File: config.mk
export PLATFORM = sky130hd
export DESIGN_NAME = scanline_fifo_filler
export DESIGN_NICKNAME = d
export VERILOG_FILES = /design/src/rtl/scanline_fifo_filler.sv
export SDC_FILE = /design/constraint.sdc
export NUM_CORES = 1
export LEC_CHECK = 0
export ABC_AREA = 1
export BUFFER_PORTS_ARGS = -buffer_cell sky130_fd_sc_hd__clkbuf_2
export CORE_MARGIN = 3
export CORE_UTILIZATION = 55
export CTS_CLUSTER_DIAMETER = 120
export CTS_CLUSTER_SIZE = 14
export DETAILED_ROUTE_END_ITERATION = 10
export GPL_TIMING_DRIVEN = 0
export PLACE_DENSITY = 0.77
export SLEW_MARGIN = 10
export SYNTH_ARGS = -nofsm -noshare
export SYNTH_HDL_FRONTEND = slang
export SYNTH_SLANG_ARGS = --single-unit
File: constraint.sdc
create_clock -name write_clk -period 2.8 [get_ports write_clk]
set_clock_uncertainty 0.2 [all_clocks]
set_input_delay 0.7 -clock write_clk [delete_from_list [all_inputs] [get_ports write_clk]]
set_output_delay 0.7 -clock write_clk [all_outputs]
set_load 0.05 [all_outputs]
File: src/rtl/scanline_fifo_filler.sv
// rtl/scanline_fifo_filler.sv - walks a frame region of memory and feeds the async pixel FIFO
module scanline_fifo_filler #(
    parameter int DATA_WIDTH      = 16,
    parameter int ADDR_WIDTH      = 16,
    parameter int WORDS_PER_LINE  = 320,
    parameter int LINES           = 240,
    parameter int SKID_ADDR_WIDTH = 2
) (
    input  logic                  write_clk,
    input  logic                  reset,
    input  logic                  frame_start,
    input  logic [ADDR_WIDTH-1:0] base_addr,
    input  logic [ADDR_WIDTH-1:0] stride,
    output logic                  mem_req,
    output logic [ADDR_WIDTH-1:0] mem_addr,
    input  logic                  mem_ack,
    input  logic                  mem_rvalid,
    input  logic [DATA_WIDTH-1:0] mem_rdata,
    output logic                  fifo_write,
    output logic [DATA_WIDTH-1:0] fifo_write_data,
    input  logic                  fifo_can_write,
    output logic                  busy,
    output logic                  frame_done
);

    localparam int SKID_DEPTH = 2 ** SKID_ADDR_WIDTH;
    localparam int CW         = SKID_ADDR_WIDTH + 1;
    localparam int XW         = $clog2(WORDS_PER_LINE + 1);
    localparam int YW         = $clog2(LINES + 1);

    typedef enum logic [1:0] {IDLE, FETCH, DRAIN} state_t;

    state_t                       state, state_next;
    logic [ADDR_WIDTH-1:0]        line_base;
    logic [ADDR_WIDTH-1:0]        stride_q;
    logic [XW-1:0]                x;
    logic [YW-1:0]                y;
    logic [CW-1:0]                reserved;
    logic [CW-1:0]                count;
    logic [SKID_ADDR_WIDTH-1:0]   wr_ptr;
    logic [SKID_ADDR_WIDTH-1:0]   rd_ptr;
    logic [DATA_WIDTH-1:0]        skid [SKID_DEPTH];
    logic                         start;
    logic                         req_fire;
    logic                         last_x;
    logic                         last_req;
    logic                         skid_push;

    assign start     = (state == IDLE) && frame_start;
    assign mem_req   = (state == FETCH) && (reserved < CW'(SKID_DEPTH));
    assign mem_addr  = line_base + ADDR_WIDTH'(x);
    assign req_fire  = mem_req && mem_ack;
    assign last_x    = (x == XW'(WORDS_PER_LINE - 1));
    assign last_req  = last_x && (y == YW'(LINES - 1));
    // Only words with a matching in-flight request enter the skid; anything else is stale.
    assign skid_push = mem_rvalid && (reserved > count);
    assign fifo_write      = (count != '0) && fifo_can_write;
    assign fifo_write_data = skid[rd_ptr];

    always_comb begin
        state_next = state;
        busy       = 1'b0;
        frame_done = 1'b0;
        case (state)
            IDLE: begin
                if (frame_start) state_next = FETCH;
            end
            FETCH: begin
                busy = 1'b1;
                if (req_fire && last_req) state_next = DRAIN;
            end
            DRAIN: begin
                if (reserved == '0) begin
                    frame_done = 1'b1;
                    state_next = IDLE;
                end else begin
                    busy = 1'b1;
                end
            end
            default: state_next = IDLE;
        endcase
    end

    always_ff @(posedge write_clk or posedge reset) begin
        if (reset) state <= IDLE;
        else       state <= state_next;
    end

    always_ff @(posedge write_clk or posedge reset) begin
        if (reset) begin
            line_base <= '0;
            stride_q  <= '0;
            x         <= '0;
            y         <= '0;
        end else if (start) begin
            line_base <= base_addr;
            stride_q  <= stride;
            x         <= '0;
            y         <= '0;
        end else if (req_fire) begin
            if (last_x) begin
                x         <= '0;
                y         <= y + YW'(1);
                line_base <= line_base + stride_q;
            end else begin
                x <= x + XW'(1);
            end
        end
    end

    always_ff @(posedge write_clk or posedge reset) begin
        if (reset) begin
            reserved <= '0;
            count    <= '0;
            wr_ptr   <= '0;
            rd_ptr   <= '0;
        end else begin
            case ({req_fire, fifo_write})
                2'b10:   reserved <= reserved + CW'(1);
                2'b01:   reserved <= reserved - CW'(1);
                default: reserved <= reserved;
            endcase
            case ({skid_push, fifo_write})
                2'b10:   count <= count + CW'(1);
                2'b01:   count <= count - CW'(1);
                default: count <= count;
            endcase
            if (skid_push)  wr_ptr <= wr_ptr + SKID_ADDR_WIDTH'(1);
            if (fifo_write) rd_ptr <= rd_ptr + SKID_ADDR_WIDTH'(1);
        end
    end

    always_ff @(posedge write_clk) begin
        if (skid_push) skid[wr_ptr] <= mem_rdata;
    end

endmodule

; ---- Word level (Yosys, flattened, before mapping)
; Memory sizes are Yosys's and may differ from the RTL's.
; Cells that the tools add are included.
[classes]
muxes = 21
order_cmp = 2
add_sub_neg = 10
reduce_logical = 16
n_eq_ne = 11
[op_table]
columns = operator, count
row1 = $mux W16, 3
row2 = $mux W9, 3
row3 = $mux W8, 3
row4 = $add A16 B16 Y16, 1
row5 = $add A16 B9 Y16, 1
row6 = $pmux W3 S2, 2
row7 = $add A9 B1 Y9 const B, 1
row8 = $eq A9 B9 Y1 const B, 1
row9 = $add A8 B1 Y8 const B, 1
row10 = $eq A8 B8 Y1 const B, 1
row11 = $reduce_bool A2 Y1, 4
row12 = $logic_and A1 B1 Y1, 7
row13 = $add A3 B1 Y3 const B, 2
row14 = $eq A2 B1 Y1 const B, 3
row15 = $eq A2 B2 Y1 const B, 3
row16 = $mux W2, 3
row17 = $pmux W2 S3, 1
row18 = $sub A3 B1 Y3 const B, 2
row19 = $mux W1, 5
row20 = $add A2 B1 Y2 const B, 2
row21 = $ne A2 B2 Y1 const B, 2
row22 = $gt A3 B3 Y1, 1
row23 = $logic_not A3 Y1, 1
row24 = $lt A3 B3 Y1 const B, 1
row25 = other kinds (6), 6
[totals]
input_bits = 54
ramBits = 64
mem_count = 1
elab_cells = 70
ff_bits = 61
[mem_list]
columns = name, words, width, rd, rd_clocked_by_memory_dff, write_ports, line
row1 = skid, 4, 16, 1, 0, 1, 42  ; logic [DATA_WIDTH-1:0] skid [SKID_DEPTH];

; ---- Logic depth before layout (Yosys ltp)
; Gate-level depths: netlist of run 1.
[logic_depth]
word_depth = 6
mapped_depth = 12
ltp_nobuf = 12

; ---- Worst setup path after synthesis of run 1
; No wires, ideal clock.
[synth_path]
kind = input -> register
start = in fifo_can_write
end = reg count[2]
setup_time_ns = 0.131
setup_slack_ns = -0.344
n_path_buf = 0
required_ns = 2.469
cell_stages = 8
arrival_time_ns = 2.814
path_cell_list = inv_1 -> a31oi_1 -> ha_1 -> inv_1 -> fa_1 -> a21oi_1 -> o21ai_0 -> xor2_1
[synth_via]
elab_chain_len = 3
word_cells_on_any_way = 5
classes_between = 2 x eq/ne / 1 x mux / 2 x reduce/logical
[synth_rtl]
columns = item, line
row1 = "start, declared", 21  ; input logic fifo_can_write,
row2 = $logic_and A1 B1 Y1 (*), 57  ; assign fifo_write = (count != '0) && fifo_can_write;
row3 = net fifo_write, 19  ; output logic fifo_write,
row4 = $eq A2 B1 Y1 or $eq A2 B2 Y1 (tied branches), 123  ; case ({skid_push, fifo_write})
row5 = $pmux W3 S2 or $reduce_bool A2 Y1 (tied branches), -
row6 = "end signal, assigned", 124  ; 2'b10: count <= count + CW'(1);
row7 = "end signal, assigned", 125  ; 2'b01: count <= count - CW'(1);
row8 = "end signal, assigned", 126  ; default: count <= count;
row9 = "end, declared", 39  ; logic [CW-1:0] count;
; The timed path passes the listed nets; every way through them passes the cells marked *.
; A chain may end at the register's enable or synchronous reset.

; ---- Worst setup path in the final report of run 1
[layout_path]
start = reg line_base[4]
end = out mem_addr[12]
[layout_via]
elab_chain_len = 1
[layout_rtl]
columns = item, line
row1 = "start, declared", 34  ; logic [ADDR_WIDTH-1:0] line_base;
row2 = "start signal, assigned", 96  ; line_base <= base_addr;
row3 = "start signal, assigned", 104  ; line_base <= line_base + stride_q;
row4 = $add A16 B9 Y16, 51  ; assign mem_addr = line_base + ADDR_WIDTH'(x);
row5 = "end, declared", 15  ; output logic [ADDR_WIDTH-1:0] mem_addr,
; No other way between the ends.

==> metrics, run 1 <==
Die H 118 µm; initial core utilization 56.7%; R2R cell count 5; Area after DPL 7640 µm²; CTS Buf Count 17; Finish-stage setup viols 14; Yosys cell types 42; synthesized cell area 6870 µm²; Avg Inst Size Synth 8.82 µm²; area grow syn2layout 32.3%; largest net degree at the start of global routing 62; crit-path max cell delay 0.45 ns; worst rel slew slack 40.8%; Routability Congestion 0.927; routed length per instance 17.0 µm; initial antenna violation count 0; post-place setup slack -0.268 ns; failing checks negative setup slack; share of cells above drive strength 1 28.3%; worst path bufs/invs 1; Final Cycle Share 118%; Die Width 118 µm; Switching Share 48.1%; synthesized flop and latch total 125; RSZ-0062 raised after global routing yes; core footprint 12100 µm²; Nets 1027; HP Class in2async; Clock transition at path regs 0.06 ns; die area 13900 µm²; Sequential Power Share 25.0%; global route total overflow 0; Total GRT Usage 26.0%; Switching Power 5640 µW; I/O Buffers 89; maximum VDD drop 0.967 mV; number of warnings issued by yosys 0; internal power 6100 µW; H-Tree Depth 4; row cnt 40; 1st-pass router iterations 6; Req. time, crit path 1.90 ns; outcome complete, but fails checks; most used cell, CP nand2_1; Tightest Pin Transition 0.887 ns; routed vias 6168; Critical Path AT 2.40 ns; critical path's slowest cell dfrtp_2; Hold Buf Count CTS 0; CTS tree built; Total Wirelength 18900 µm; Setup CP Type reg2out; Logic pwr share 57.2%; Critical Path Fanout Max 4; Slew Limit Fails 0; drc violations 0; Storage cell area 3460 µm²; Pleak 0.00426 µW; vias in the first global route 5958; cells along the critical path ha_4 > nand2_1 > o21ai_0 > nand2_1 > nand3_4 > nand2_4 > xor2_4 > buf_8; sequential area share after synthesis 50.2%; total inserted antenna cells 0; Power Density 1290 nW/µm²; num ports 90; Clock Tree Root clkbuf_16; first-pass GRT wire length 28500 µm; Max Cap Violations 0; r2r startpoint reserved[2]; final setup margin -0.503 ns; Setup crit end kind primary output; Post-DP HPWL 11200 µm; multi-input logic area 3490 µm²; final core occ 75.1%; Tmin final 3.30 ns; final instance area 9090 µm²; Startpoint Class flip-flop; 1st-iter DRT viols 573; Cells after Synth 779; Layout fillers 825; Peak Freq 303 MHz; Avg Vias per Cell 5.56; Sum Neg Setup Slack -3.90 ns; r2r setup slk 0.23 ns; Clock Power Share 17.8%; delay-heaviest family, CP simple AND/OR/NAND/NOR gates; syn_nets 877; Antenna Violating Nets Remaining 0; # clock sinks 125; worst-skew pair later-pin latency 0.43 ns; Crit Reg-Reg Endpoint skid[1][2]; hold violation count in the final report 0; Longest Clk Path Bufs 2
[routing by layer]
| metal | global-route usage, % | vias to the layer above | part of all wire (%) |
|---|---|---|---|
| met1 | 31.0 | 2881 | 39 |
| met4 | 12.5 | 0 | 4.4 |
| met3 | 5.33 | 84 | 7.0 |
| met2 | 45.2 | 319 | 50 |
| li1 | - | 2884 | - |
| met5 | 0 | - | 0 |
[synthesized netlist by cell type, drive strengths merged]
cell / count / area, µm²
nand2: 214 / 818
nor2: 93 / 359
inv: 80 / 300
edfxtp: 64 / 1920
dfrtp: 61 / 1530
o21ai: 46 / 241
ha: 40 / 500
nand3: 40 / 205
a21oi: 24 / 120
xor2: 22 / 193
o22ai: 20 / 131
clkbuf: 12 / 45.0
nor3: 12 / 70.1
xnor2: 9 / 78.8
buf: 7 / 52.5
a31oi: 5 / 31.3
fa: 4 / 80.1
or2: 4 / 25.0
nand3b: 3 / 22.5
nand4: 3 / 18.8
o31ai: 3 / 32.5
a211oi: 2 / 15.0
a21boi: 2 / 15.0
a21o: 2 / 15.0
a22oi: 2 / 15.0
o211ai: 2 / 15.0
a22o: 1 / 8.76
and2: 1 / 6.26
nor4: 1 / 6.26
[worst max-delay path by stage]
stage / from / to / slack (ns) / depth (start not counted)
6_report: line_base[4] / mem_addr[12] / -0.50 / 8
5_1_grt: x[0] / mem_addr[8] / -0.56 / 9
4_1_cts: x[0] / mem_addr[8] / -0.41 / 9
3_5_place_dp: x[0] / mem_addr[8] / -0.27 / 9
3_3_place_gp: reset / line_base[7] / -0.48 / 2
2_1_floorplan: x[0] / mem_addr[8] / -0.15 / 8
[cell type report]
cell class | count | area share, %
clock buffer | 17 | 4.68
clock inverter | 15 | 1.51
timing repair buffer | 132 | 10.4
sequential | 125 | 38.1
inverter | 80 | 3.33
multi-input combinational | 555 | 38.4
tap | 168 | 2.31
buffer | 18 | 1.28
[through the flow]
step                std cells  total power, µW  hold WS [ns]
finish                   1110            11700         0.201
global route             1110            12500         0.269
CTS                      1097            11200         0.243
detailed placement       1039             8450         0.266
global placement         1036             8280         0.263
floorplan                 779             7140         0.246
[power by group through the flow]
| stage | clock network [µW] | logic (µW) | registers (µW) |
|---|---|---|---|
| finish | 2090 | 6710 | 2940 |
| global route | 2180 | 7300 | 2990 |
| CTS | 2090 | 6170 | 2900 |
| detailed placement | 0 | 5540 | 2920 |
| global placement | 0 | 5370 | 2910 |
| floorplan | 0 | 4360 | 2790 |
[flip-flops by register name (all words and copies together) (netlist names)]
name,count
count,3
line_base,16
rd_ptr,2
reserved,3
skid,64
state,2
stride_q,16
wr_ptr,2
x,9
y,8
[cells by family after synthesis]
group,count (synthesis),synth area share (%)
buffers and inverters,99,5.79
flip-flops,125,50.2
AO/OA/AOI/OAI,109,9.32
AND/OR/NAND/NOR,371,22.3
adder cells (fa/ha/maj),44,8.45
XOR/XNOR,31,3.95
[placed cells by master, fill, tap and decap left out, drive strengths merged, types with 3 or more instances in the layout]
cell,Yosys,final
or2,4,4
a21oi,24,24
inv,80,85
a31oi,5,5
clkbuf,12,97
nand3,40,40
edfxtp,64,64
nand2,214,214
nor3,12,12
nor2,93,93
clkinvlp,0,3
o22ai,20,20
fa,4,4
xnor2,9,9
clkinv,0,6
nand4,3,3
o21ai,46,46
nand3b,3,3
xor2,22,22
dfrtp,61,61
o31ai,3,3
buf,7,70
ha,40,40
[what timing repair did]
action                                  in CTS  in global routing
endpoints found under the setup margin      30                 48
pin swaps                                   29                 18
setup buffers                               27                 15
resized for setup                          103                 51
Note: power is estimated with default switching activity, not from simulation.
==> run 2, diff against run 1 <==
--- a/config.mk
+++ b/config.mk
@@ -7,6 +7,7 @@
 export LEC_CHECK = 0
 export ABC_AREA = 1
 export BUFFER_PORTS_ARGS = -buffer_cell sky130_fd_sc_hd__clkbuf_2
+export CORE_ASPECT_RATIO = 0.6
 export CORE_MARGIN = 3
 export CORE_UTILIZATION = 55
 export CTS_CLUSTER_DIAMETER = 120
==> metrics, run 2 (synthesis results as in run 1) <==
Clock Tree Root clkbuf_16; outcome complete, but fails checks; first-pass GRT wire length 32300 µm; Storage cell area 3470 µm²; Routability Congestion 0.920; row cnt 30; commonest non-fill, non-tap cells in the layout nand2_1, nor2_1, inv_1; maximum VDD drop 0.635 mV; I/O Buffers 89; 1st-iter DRT viols 774; crit-path max cell delay 0.44 ns; RSZ-0062 raised after global routing yes; Post-Layout Cell Count 1098; Final Power 12400 µW; 1st-pass router iterations 5; max reg flops 64; final setup margin -0.422 ns; total inserted antenna cells 0; Antenna Violating Nets Remaining 0; area grow syn2layout 33.3%; Hold Buf Count CTS 0; Critical Path Fanout Max 3; Largest Register skid; dpl cells 1031; Power Density 1360 nW/µm²; multi-input logic area 3510 µm²; worst-skew pair later-pin latency 0.43 ns; Layout fillers 679; post-place setup slack -0.307 ns; die area 13900 µm²; Peak Freq 310 MHz; Finish-stage setup viols 19; CTS tree built; Largest regs skid x64, line_base x16, stride_q x16; # clock sinks 125; Setup crit end kind primary output; Longest Clk Path Bufs 2; routed vias 6574; Sum Neg Setup Slack -3.73 ns; Final Cycle Share 115%; commonest non-fill, non-tap cell in the layout nand2_1; Die H 92.6 µm; Clock transition at path regs 0.06 ns; Post-DP HPWL 13000 µm; Pleak 0.00427 µW; H-Tree Depth 4; initial antenna violation count 0; Total Wirelength 22800 µm; Tightest Pin Transition 0.807 ns; routed length per instance 20.7 µm; Die Width 150 µm; Avg Vias per Cell 5.99; most used cell, CP nor2_1; critical path's slowest cell dfrtp_2; core footprint 11700 µm²; share of cells above drive strength 1 29.1%; Max Cap Violations 0; final core occ 78.0%; cells along the critical path ha_4 > fa_2 > nand3_2 > nand2_2 > a21boi_2 > nor2_1 > nor2_1 > xnor2_1 > clkbuf_8; Req. time, crit path 1.90 ns; initial core utilization 58.5%; CTS Buf Count 17; Critical Path AT 2.32 ns; HP Class in2async; Setup CP Type reg2out; failing checks negative setup slack; hold violation count in the final report 0; drc violations 0; global route total overflow 0; Nets 1023; largest net degree at the start of global routing 62; Startpoint Class flip-flop; num ports 90; worst rel slew slack 46.2%; Slew Limit Fails 0; vias in the first global route 6232; Tmin final 3.22 ns; Total GRT Usage 30.2%
[run 2: cell types whose count changed in the layout (fill, tap and decap cells not counted), sizes merged]
cell and delta:
clkinv +1, bufinv +3, inv -2, clkinvlp -2, buf -4
[run 2: what timing repair did]
| item | CTS | global route |
|---|---|---|
| gates resized for setup | 111 | 67 |
| buffers inserted | 29 | 10 |
| pin swaps | 28 | 22 |
| setup endpoints to repair | 46 | 33 |
[run 2: report_power, final]
| group | leakage, µW | internal (µW) | switching [µW] | total [µW] |
|---|---|---|---|---|
| logic | 0.00265 | 2420 | 4660 | 7080 |
| registers | 0.00132 | 2510 | 493 | 3000 |
| clock network | 0.000303 | 1490 | 874 | 2360 |
| total | 0.00427 | 6420 | 6020 | 12400 |
[run 2: metrics by stage]
stage | area [µm²] | hold slack, ns
after CTS | 8910 | 0.245
after global placement | 7570 | 0.263
final | 9160 | 0.219
after detailed placement | 7630 | 0.275
after global routing | 9160 | 0.273
after floorplan | 6930 | 0.246
[run 2: worst max-delay path: cells and delay by family (launching register included)]
| family | cells | cell delay, ns |
|---|---|---|
| AOI/OAI and AO/OA | 1 | 0.15 |
| xor gates and xnor gates | 1 | 0.17 |
| adders and majority gates | 2 | 0.57 |
| buffers and inverters | 1 | 0.23 |
| DFF | 1 | 0.44 |
| and+or+nand+nor | 4 | 0.32 |
[run 2: final cells by class]
type | instances | area share, %
well taps | 160 | 2.19
clock buffers | 17 | 4.64
clock inverters | 15 | 2.12
plain buffers | 18 | 1.24
flip-flops and latches | 125 | 37.9
multi-input cells | 555 | 38.3
inverters | 80 | 3.31
repair buffers | 128 | 10.3
[run 2: metal layers]
layer / wire (µm) / vias up / track usage [%]
met5: 0 / - / 0
met4: 1060 / 0 / 10.2
met3: 2430 / 105 / 8.36
met2: 10300 / 483 / 46.1
met1: 8980 / 3114 / 41.7
li1: - / 2872 / -
[run 2: worst paths after layout]
check                             start           end  slack [ns]  depth (start not counted)
max in group asynchronous         reset  line_base[8]        1.60                          2
max                        line_base[0]   mem_addr[8]       -0.42                          9
max reg2reg                 reserved[2]      count[2]        0.29                         10
min in group write_clk        stride[4]   stride_q[4]        0.26                          3
min reg2reg                stride_q[10]  stride_q[10]        0.29                          2
min                               reset      state[1]        0.22                          2
==> run 3, diff against run 2 <==
--- a/config.mk
+++ b/config.mk
@@ -5,7 +5,6 @@
 export SDC_FILE = /design/constraint.sdc
 export NUM_CORES = 1
 export LEC_CHECK = 0
-export ABC_AREA = 1
 export BUFFER_PORTS_ARGS = -buffer_cell sky130_fd_sc_hd__clkbuf_2
 export CORE_ASPECT_RATIO = 0.6
 export CORE_MARGIN = 3
==> metrics, run 3 <==
outcome complete, but fails checks; failing checks negative setup slack; routed vias 4801; Avg Inst Size Synth 11.7 µm²; Pleak 0.00366 µW; I/O Buffers 89; Layout fillers 790; Longest Clk Path Bufs 2; sequential area share after synthesis 53.1%; Finish-stage setup viols 14; HP Class in2async; Area after DPL 7310 µm²; Peak Freq 251 MHz; number of warnings issued by yosys 0; Total GRT Usage 24.6%; hold violation count in the final report 0; global route total overflow 0; share of cells above drive strength 1 31.6%; 1st-pass router iterations 5; WL met1 7210 µm; area share of the largest cell type after synthesis 29.6%; row cnt 30; largest family of logic cells by synthesized area simple AND/OR/NAND/NOR gates; post-synthesis simple-gate area fraction 13.1%; routed wire length on met3 1160 µm; Antenna Violating Nets Remaining 0; Max Cap Violations 0; Slew Limit Fails 0; num ports 90; Die H 90.2 µm; commonest non-fill, non-tap cell in the layout nand2_1; die area 13200 µm²; synthesized flop and latch total 125; Largest Register skid; Cells after Synth 555; largest area contributor in the netlist edfxtp_1; total inserted antenna cells 0; Storage cell area 3450 µm²; Clock transition at path regs 0.06 ns; Final Cycle Share 142%; Setup crit end kind primary output; worst rel slew slack 46.4%; Post-DP HPWL 10700 µm; routed length per instance 18.5 µm; Die Width 146 µm; Req. time, crit path 1.90 ns; Synth Flop Type edfxtp_1; metal2 WL 7130 µm; syn_nets 653; maximum VDD drop 0.900 mV; final instance area 8290 µm²; Startpoint Class flip-flop; Post-synth top cells nand2_1, edfxtp_1, dfrtp_1; CTS tree built; Total Wirelength 15700 µm; Avg Vias per Cell 5.67; CTS Buf Count 17; # clock sinks 125; Tmin final 3.99 ns; top cells by area, synth edfxtp_1, dfrtp_1, ha_1; initial antenna violation count 0; vias in the first global route 4952; Tightest Pin Transition 0.804 ns; max reg flops 64; fraction of synthesized area in multiplexers 6.66%; final setup margin -1.19 ns; worst-skew pair later-pin latency 0.42 ns; Power Density 1270 nW/µm²; commonest non-fill, non-tap cells in the layout nand2_1, clkbuf_2, edfxtp_1; first-pass GRT wire length 25500 µm; Synth Area in Adders 8.94%; Yosys cell types 52; top sig layer met4; initial core utilization 56.9%; multi-input logic area 3230 µm²; final core occ 72.7%; Setup CP Type reg2out; Critical Path AT 3.09 ns; area grow syn2layout 27.7%; Clock Tree Root clkbuf_16; H-Tree Depth 4; Routability Congestion 0.957; Nets 772; async set or reset register ratio after synthesis 48.8%; synthesized cell area 6500 µm²; 1st-iter DRT viols 445; drc violations 0; largest net degree at the start of global routing 62; Compound-Gate Fraction of Synth Area 9.61%; core footprint 11400 µm²; Largest regs skid x64, line_base x16, stride_q x16; most common cell in the netlist nand2_1; Post-synth EDFFs 64; Critical Path Fanout Max 4; RSZ-0062 raised after global routing yes; Post-Synth XOR/XNOR Area 6.20%
[run 3: path summary, 6_finish.rpt]
path	startpoint	endpoint	slack, ns	cells past startpoint
max	x[0]	mem_addr[14]	-1.19	10
min	reset	count[0]	0.22	2
max reg2reg	line_base[4]	line_base[15]	0.01	9
min reg2reg	stride_q[9]	stride_q[9]	0.29	2
max in group asynchronous	reset	line_base[1]	1.60	2
min in group write_clk	stride[1]	stride_q[1]	0.27	3
[run 3: worst max-delay path: stages, from the launching register on]
cell and delay (ns):
dfrtp_2 0.46, ha_4 0.18, fa_2 0.34, a21o_1 0.19, a21oi_2 0.16, nor2b_2 0.06, o31a_1 0.29, o41a_1 0.42
nor3b_4 0.21, xnor2_4 0.18, buf_8 0.16
[run 3: area by class of cell]
| type | count | share of cell area (%) |
|---|---|---|
| inverters | 20 | 0.935 |
| clock inverters | 15 | 1.70 |
| flip-flops and latches | 125 | 41.7 |
| well taps | 160 | 2.41 |
| plain buffers | 16 | 0.981 |
| multi-input cells | 392 | 39.0 |
| clock buffers | 17 | 5.13 |
| repair buffers | 102 | 8.21 |
[run 3: routing by layer]
metal | global-route usage (%) | up-vias
li1 | - | 2241
met1 | 35.3 | 2355
met2 | 37.1 | 180
met3 | 7.56 | 25
met4 | 6.34 | 0
met5 | 0 | -
[run 3: where the power goes]
group	switching [µW]	leakage [µW]	internal [µW]	total, µW
clock	963	0.000276	1180	2150
sequential	441	0.00134	2470	2910
combinational	3350	0.00205	2130	5490
total	4760	0.00366	5780	10500
[run 3: timing repair]
| action | CTS | global route |
|---|---|---|
| hold buffers | 0 | 0 |
| setup buffers | 9 | 5 |
| endpoints found under the setup margin | 98 | 90 |
| pin swaps | 9 | 5 |
| gates resized for setup | 62 | 26 |
[run 3: logic make-up (layout without fill, tap and decap cells)]
| family | count (synthesis) | count (layout) |
|---|---|---|
| AOI/OAI and AO/OA | 96 | 96 |
| DFF | 125 | 125 |
| adders and majority gates | 44 | 44 |
| xor gates and xnor gates | 46 | 46 |
| buffers and inverters | 38 | 170 |
| muxes | 23 | 23 |
| and+or+nand+nor | 183 | 183 |
[run 3: through the flow]
stage	setup WS (ns)	power, µW	TNS, ns	std cells	hold slack [ns]
after detailed placement	-0.899	7750	-8.55	804	0.272
final	-1.19	10500	-9.61	847	0.220
after global routing	-1.25	11200	-10.76	847	0.277
after CTS	-1.17	10400	-9.17	843	0.248
after global placement	-0.875	7600	-38.22	804	0.267
after floorplan	-0.574	6680	-3.33	555	0.250
